<file path="src/rtl/reg_alu_pipe_pkg.sv">
`default_nettype none
// +----------------------------------------------------------------------+
// | reg_alu_pkg : ALU operation encoding shared by the execute datapath  |
// | Rev 1.0                                                              |
// +----------------------------------------------------------------------+
package reg_alu_pkg;

   localparam int ALU_CTRL_W = 4;

   typedef enum logic [ALU_CTRL_W-1:0] {
      ALU_ADD  = 4'd0,
      ALU_SUB  = 4'd1,
      ALU_AND  = 4'd2,
      ALU_OR   = 4'd3,
      ALU_XOR  = 4'd4,
      ALU_SLT  = 4'd5,
      ALU_SLTU = 4'd6,
      ALU_SLL  = 4'd7,
      ALU_SRL  = 4'd8,
      ALU_SRA  = 4'd9
   } aluctrl_t;

endpackage
`default_nettype wire

</file>
<file path="src/rtl/reg_alu_pipe_alu_ext.sv">
`default_nettype none
// +----------------------------------------------------------------------+
// | alu_ext : combinational ALU, codes 10-15 yield zero                  |
// | Rev 1.0                                                              |
// +----------------------------------------------------------------------+
module alu_ext
   import reg_alu_pkg::*;
#(
   parameter int D_WIDTH = 32
) (
   input  logic [D_WIDTH-1:0]    op1,
   input  logic [D_WIDTH-1:0]    op2,
   input  logic [ALU_CTRL_W-1:0] aluctrl,
   output logic [D_WIDTH-1:0]    aluout
);

   localparam int SH_W = $clog2(D_WIDTH);

   logic [SH_W-1:0] shamt;
   assign shamt = op2[SH_W-1:0];

   always_comb begin
      aluout = '0;
      case (aluctrl)
         ALU_ADD:  aluout = op1 + op2;
         ALU_SUB:  aluout = op1 - op2;
         ALU_AND:  aluout = op1 & op2;
         ALU_OR:   aluout = op1 | op2;
         ALU_XOR:  aluout = op1 ^ op2;
         ALU_SLT:  aluout = {{(D_WIDTH-1){1'b0}}, ($signed(op1) < $signed(op2))};
         ALU_SLTU: aluout = {{(D_WIDTH-1){1'b0}}, (op1 < op2)};
         ALU_SLL:  aluout = op1 << shamt;
         ALU_SRL:  aluout = op1 >> shamt;
         ALU_SRA:  aluout = $unsigned($signed(op1) >>> shamt);
         default:  aluout = '0;
      endcase
   end

endmodule
`default_nettype wire

</file>
<file path="src/rtl/reg_alu_pipe.sv">
`default_nettype none
// +----------------------------------------------------------------------+
// | reg_alu_pipe : two-stage register-file/ALU datapath with forwarding  |
// | Rev 1.0                                                              |
// +----------------------------------------------------------------------+
module reg_alu_pipe
   import reg_alu_pkg::*;
#(
   parameter int D_WIDTH  = 32,
   parameter int A_WIDTH  = 5,
   parameter int A0_INDEX = 10
) (
   input  logic                  clk,
   input  logic                  rst,
   input  logic                  in_valid,
   output logic                  in_ready,
   input  logic [A_WIDTH-1:0]    ad1,
   input  logic [A_WIDTH-1:0]    ad2,
   input  logic [A_WIDTH-1:0]    ad3,
   input  logic                  we3,
   input  logic [D_WIDTH-1:0]    imm_op,
   input  logic                  alusrc,
   input  logic [ALU_CTRL_W-1:0] aluctrl,
   input  logic                  stall,
   output logic                  out_valid,
   output logic [D_WIDTH-1:0]    result,
   output logic                  eq,
   output logic [D_WIDTH-1:0]    a0
);

   localparam int DEPTH = 2**A_WIDTH;

   logic [D_WIDTH-1:0]    regs_q [DEPTH];
   logic [D_WIDTH-1:0]    regs_d [DEPTH];

   logic                  ex_valid_q,   ex_valid_d;
   logic                  ex_we3_q,     ex_we3_d;
   logic [A_WIDTH-1:0]    ex_ad3_q,     ex_ad3_d;
   logic [ALU_CTRL_W-1:0] ex_aluctrl_q, ex_aluctrl_d;
   logic [D_WIDTH-1:0]    ex_op1_q,     ex_op1_d;
   logic [D_WIDTH-1:0]    ex_op2_q,     ex_op2_d;
   logic                  out_valid_q,  out_valid_d;
   logic [D_WIDTH-1:0]    result_q,     result_d;
   logic                  eq_q,         eq_d;

   logic                  accept;
   logic                  fire;
   logic                  wb_en;
   logic [D_WIDTH-1:0]    aluout;
   logic [D_WIDTH-1:0]    op1_rd;
   logic [D_WIDTH-1:0]    op2_rd;

   assign in_ready  = !stall;
   assign accept    = in_valid && !stall;
   assign fire      = ex_valid_q && !stall;
   assign wb_en     = fire && ex_we3_q && (ex_ad3_q != '0);
   assign out_valid = out_valid_q;
   assign result    = result_q;
   assign eq        = eq_q;
   assign a0        = regs_q[A0_INDEX];

   alu_ext #(
      .D_WIDTH (D_WIDTH)
   ) u_alu (
      .op1     (ex_op1_q),
      .op2     (ex_op2_q),
      .aluctrl (ex_aluctrl_q),
      .aluout  (aluout)
   );

   // The op in EX has not written back yet, so its ALU output is the
   // freshest value of its destination.
   always_comb begin
      op1_rd = regs_q[ad1];
      if (ad1 == '0)
         op1_rd = '0;
      else if (ex_valid_q && ex_we3_q && (ex_ad3_q == ad1))
         op1_rd = aluout;

      op2_rd = regs_q[ad2];
      if (alusrc)
         op2_rd = imm_op;
      else if (ad2 == '0)
         op2_rd = '0;
      else if (ex_valid_q && ex_we3_q && (ex_ad3_q == ad2))
         op2_rd = aluout;
   end

   always_comb begin
      ex_valid_d   = stall ? ex_valid_q : accept;
      ex_we3_d     = accept ? we3     : ex_we3_q;
      ex_ad3_d     = accept ? ad3     : ex_ad3_q;
      ex_aluctrl_d = accept ? aluctrl : ex_aluctrl_q;
      ex_op1_d     = accept ? op1_rd  : ex_op1_q;
      ex_op2_d     = accept ? op2_rd  : ex_op2_q;

      out_valid_d  = fire;
      result_d     = fire ? aluout : result_q;
      eq_d         = fire ? (ex_op1_q == ex_op2_q) : eq_q;

      regs_d = regs_q;
      if (wb_en)
         regs_d[ex_ad3_q] = aluout;
   end

   always_ff @(posedge clk or posedge rst) begin
      if (rst) begin
         regs_q       <= '{default: '0};
         ex_valid_q   <= 1'b0;
         ex_we3_q     <= 1'b0;
         ex_ad3_q     <= '0;
         ex_aluctrl_q <= '0;
         ex_op1_q     <= '0;
         ex_op2_q     <= '0;
         out_valid_q  <= 1'b0;
         result_q     <= '0;
         eq_q         <= 1'b0;
      end else begin
         regs_q       <= regs_d;
         ex_valid_q   <= ex_valid_d;
         ex_we3_q     <= ex_we3_d;
         ex_ad3_q     <= ex_ad3_d;
         ex_aluctrl_q <= ex_aluctrl_d;
         ex_op1_q     <= ex_op1_d;
         ex_op2_q     <= ex_op2_d;
         out_valid_q  <= out_valid_d;
         result_q     <= result_d;
         eq_q         <= eq_d;
      end
   end

endmodule
`default_nettype wire

</file>
<file path="config.mk">
export PLATFORM = sky130hd
export DESIGN_NAME = reg_alu_pipe
export DESIGN_NICKNAME = d
export VERILOG_FILES = /design/src/rtl/reg_alu_pipe_pkg.sv /design/src/rtl/reg_alu_pipe_alu_ext.sv /design/src/rtl/reg_alu_pipe.sv
export SDC_FILE = /design/constraint.sdc
export NUM_CORES = 2
export LEC_CHECK = 0
export CAP_MARGIN = 10
export CORE_ASPECT_RATIO = 0.5
export CORE_UTILIZATION = 64
export DETAILED_ROUTE_END_ITERATION = 16
export HOLD_SLACK_MARGIN = 0.15
export PLACE_DENSITY = 0.84
export SETUP_SLACK_MARGIN = 0.5
export SLEW_MARGIN = 20
export SYNTH_ARGS = -nofsm -noshare
export SYNTH_HDL_FRONTEND = slang
export SYNTH_HIERARCHICAL = 1
export SYNTH_SLANG_ARGS = --single-unit
</file>
<file path="constraint.sdc">
create_clock -name clk -period 77.7 [get_ports clk]
set_input_delay 7.77 -clock clk [delete_from_list [all_inputs] [get_ports clk]]
set_output_delay 7.77 -clock clk [all_outputs]
set_load 0.02 [all_outputs]
</file>
* Word-level counts from Yosys, hierarchy flattened
Cells that the tools add are included.
Widths: inputs -> output; s select.
** Cells by class
- $add $sub $neg :: 2
- $lt $le $gt $ge :: 6
- Eq/ne operators :: 12
- Shift-type cells :: 3
- Multiplexer cells :: 15
- Bitwise logic cells :: 6
- Reduce and logical (&&, ||, !) cells :: 13
** Operator list (count)
- $bwmux 1024 :: 1
- $bmux 32 s5 :: 2
- $mux 32 :: 10
- $pmux 32 s10 :: 1
- $demux 32 s5 :: 1
- $lt 32x32->1 :: 2
- $add 32x32->32 :: 1
- $and 32x32->32 :: 1
- $eq 32x32->1 :: 1
- $or 32x32->32 :: 1
- $shl 32x5->32 :: 1
- $shr 32x5->32 :: 1
- $sshr 32x5->32 :: 1
- $sub 32x32->32 :: 1
- $xor 32x32->32 :: 1
- $ge 6x6->1 const B :: 3
- $not 5->6 :: 3
- $eq 4x3->1 const B :: 4
- $eq 5x5->1 :: 2
- $logic_not 5->1 :: 2
- $eq 4x2->1 const B :: 2
- $eq 4x4->1 const B :: 2
- $logic_and 1x1->1 :: 8
- $lt 6x1->1 const B :: 1
- other kinds (4) :: 4
** Storage, ports and cells
- Register bits after elaboration :: 1133
- Input port bits :: 57
- Output and inout port bits :: 67
- Logic and storage cells :: 98

* Longest topological paths before layout
- Depth in word-level cells :: 7
- Mapped depth :: 20
- Mapped depth without buffers :: 16

* By module
The synthesis kept the hierarchy.
** By module, submodules not included
- reg_alu_pipe :: times used 1, cells an instance 4114, area each 59913.7 um^2, seq. area each 28352.2 um^2
- alu_ext :: times used 1, cells an instance 1243, area each 8211.6 um^2, seq. area each 0.0 um^2

* Worst setup path after synthesis
No wires, ideal clock.
- Path kind :: input -> output
- Start :: input port stall
- End :: output port in_ready
- Data arrival time :: 7.898 ns
- Data required time :: 69.930 ns
- Slack :: 62.032 ns
- Stages on the path :: 1
- Buffers on the path :: 0
- Cell sequence :: inv_1
** On the way
- Longest elaborated chain between the ends :: 1
** RTL lines
- start, declared :: line reg_alu_pipe.sv:24 : input logic stall,
- $logic_not 1->1 :: line reg_alu_pipe.sv:53 : assign in_ready = !stall;
- end, declared :: line reg_alu_pipe.sv:16 : output logic in_ready,
Every way passes these cells.

* Worst setup path after layout
Same ends and word-level chain as after synthesis.

==> flow_metrics.py <==
metrics = {
    "global_routing": {
        "grt_overflow_total": 0,
        "track_usage_pct": 42.4,
        "antenna_found_initial": 6,
        "grt_pass1_wl_um": 336000,
        "grt_pass1_vias": 50600,
        "grt_max_degree": 187,
    },
    "finish": {
        "mostFrequentLayoutCells": "1129 x dfrtp_1, 793 x mux2_2, 474 x mux4_2, 332 x mux2i_1, 218 x nand2_1",
        "final_area_um2": 73400,
        "layout_commonest_cell": "dfrtp_1",
        "syn2layout_area_growth_pct": 7.73,
        "layout-drive-gt1-share_pct": 32.0,
        "layout.nets": 5301,
    },
    "cts": {
        "cts_buffers": 100,
        "post_cts_resized": 0,
        "root_buffer": "clkbuf_16",
        "cts_setup_buffers": 0,
        "cts_tree": "done",
        "clock_latency_ps": 770,
        "h-tree-depth": 3,
        "clock_sinks": 1133,
        "clockBufferDepth": 3,
        "cts_hold_buf": 0,
        "path_clk_slew_ps": 70,
    },
    "yosys": {
        "syn_area_per_cell_um2": 12.7,
        "yosysWarnings": 6,
        "postSynthCellCount": 5357,
        "synthesis.nets": 5513,
        "synthArstFlopShare_pct": 100,
        "synth_cell_types": 86,
        "synth.top_cells.by_area": "dfrtp_1 42%, mux4_2 16%, mux2_2 13%, mux2i_1 4.9%, mux2_1 3.4%",
        "netlist_area_um2": 68100,
        "yosysTopAreaCell": "dfrtp_1",
        "yosysTopAreaCellShare_pct": 41.6,
        "ys_ff_latch": 1133,
        "ys_seq_area_share_pct": 41.6,
        "ys.flop_type": "dfrtp_1",
        "synth-edff-count": 0,
    },
    "timing": {
        "setup_slack_ps": 61000,
        "min_period_over_period_pct": 21.5,
        "finalSetupViolCount": 0,
        "setup_tns_ps": 0,
        "finClkSkew_ps": 70.6,
        "relSlewSlack_pct": 15.2,
        "max_freq_ghz": 0.0599,
        "finalHoldViolations": 0,
        "finalCriticalPeriod_ps": 16700,
        "hold_ws_ps": 406,
        "worst_slew_pin_slew_ps": 1270,
        "maxSlewViolCount": 0,
        "rsz0062_at_grt": "false",
    },
    "worst_hold_path": {
        "hold_start": "regs_q[1011]",
        "hold_path_depth": 0,
        "hold_class": "reg2reg",
        "hold_end": "regs_q[1011]",
    },
    "flow_run": {
        "max_cap_violations": 0,
    },
    "route": {
        "wl_met2_um": 99200,
        "num_vias": 51000,
        "routedWlPerCell_um": 34.5,
        "post-route-drc-count": 0,
        "ant_nets": 0,
        "wl_met3_um": 33000,
        "routed_wl_um": 229000,
        "drtIter0Drc": 7737,
        "highest_layer": "met5",
        "dr.pass1.iters": 6,
        "vias_per_cell": 7.68,
        "wl_met1_um": 84700,
    },
    "worst_setup_path": {
        "critPathRequiredTime_ps": 69930,
        "r2r_start": "ex_op2_q[3]",
        "cp.arrival_ps": 8930,
        "reg2reg_depth": 15,
        "endpoint_kind": "output pin",
        "start_kind": "primary input",
        "rrSetupSlack_ps": 71670,
        "cp_max_fo": 5,
        "r2r_end": "ex_op2_q[25]",
        "critical_path_class": "in2out",
    },
    "power": {
        "power.net_switching_uw": 540,
        "leakagePower_uw": 0.0332,
        "p_int_uw": 1090,
        "p_per_area_nw_per_um2": 22.2,
        "combinationalPowerShare_pct": 23.9,
        "p_sw_share_pct": 33.1,
        "p_seq_share_pct": 42.9,
        "ir_drop_mv": 0.0208,
        "clockPowerShare_pct": 33.2,
    },
    "status": {
        "status": "completed",
    },
    "floorplan": {
        "die_h_um": 233,
        "die_x_um": 463,
        "io_pins": 124,
        "initial_utilization_pct": 64.7,
        "core_region_area_um2": 105000,
        "rows": 84,
        "die_area_um2": 108000,
    },
    "place": {
        "place_ws_ps": 61000,
        "place.detailed.hpwl_um": 139000,
        "dpl-instance-area_um2": 69800,
        "io_buffers": 123,
        "gp_congestion": 1.01,
    },
}
-- power by group through the flow --
| stage | Clock (uW) | Combinational, uW | Sequential, uW |
|---|---|---|---|
| global route | 561 | 408 | 702 |
| CTS | 542 | 379 | 695 |
| detailed placement | 0 | 375 | 705 |
| finish | 542 | 389 | 699 |
| floorplan | 0 | 256 | 691 |
| global placement | 0 | 366 | 699 |
-- worst max-delay path, cell delays in order --
cell and delay, ps:
clkdlybuf4s50_1 480, inv_1 80, clkdlybuf4s50_1 600
-- stage by stage --
stage / util (%) / cells / power [uW]
after floorplan: - / 5357 / 947
after global placement: 66.3 / 6461 / 1060
after detailed placement: 66.3 / 6461 / 1080
after CTS: 69.6 / 6645 / 1610
after global routing: 69.7 / 6647 / 1670
final: 69.7 / 6650 / 1630
-- cell type report --
cell class	count	area [um^2]
tap	1419	1780
antenna	4	10.0
multi-input combinational	3549	37000
clock buffer	138	2870
timing repair buffer	263	2400
inverter	98	377
sequential	1133	28400
clock inverter	46	642
fill	6879	31900
-- metal layers --
| metal | up-vias | GRT usage [%] |
|---|---|---|
| met5 | - | 0 |
| met4 | 6 | 20.2 |
| met3 | 901 | 14.8 |
| met2 | 3981 | 61.4 |
| met1 | 26300 | 57.5 |
| li1 | 19900 | - |
-- how the worst max path moves through the flow --
stage	endpoint	start	depth (start not counted)	slack (ps)
detailed placement	in_ready	stall	3	61000
global placement	in_ready	stall	3	60970
CTS	in_ready	stall	3	61000
global route	in_ready	stall	3	60980
floorplan	a0[0]	rst	1	38020
finish	in_ready	stall	3	61000
-- logic make-up (layout without fill, tap and decap cells) --
family	count (synthesis)	after routing	share of synthesized area (%)
mux	1803	1803	37.0
flops	1133	1133	41.6
compound gates	885	885	9.21
simple gates	701	701	4.87
buf+inv	675	545	4.65
fa+ha+maj	99	99	1.84
xor+xnor	61	61	0.784
other cells	0	4	0
-- cell usage after synthesis, drive strengths merged, types with 15 or more instances --
cell type and number:
dfrtp 1133, mux2 997, mux4 474, mux2i 332, clkbuf 289, buf 288
nand2 224, o21ai 191, nor2 185, a221oi 148, a21oi 128, nand2b 116
a22oi 104, inv 98, ha 97, a21boi 67, nand3 59, a221o 37
xnor2 37, o31a 35, nor3 31, a211oi 24, xor2 24, o211ai 20
nor2b 18, or3 16, a21o 15
-- sequential cells by signal (all words and copies together), names as in the netlist --
name	flops
result	32
out_valid	1
ex_op2_q	32
ex_op1_q	32
eq	1
regs_q	992
ex_ad3_q	5
ex_valid_q	1
a0	32
ex_aluctrl_q	4
ex_we3_q	1
No activity file was read; power rests on OpenSTA's default activity.
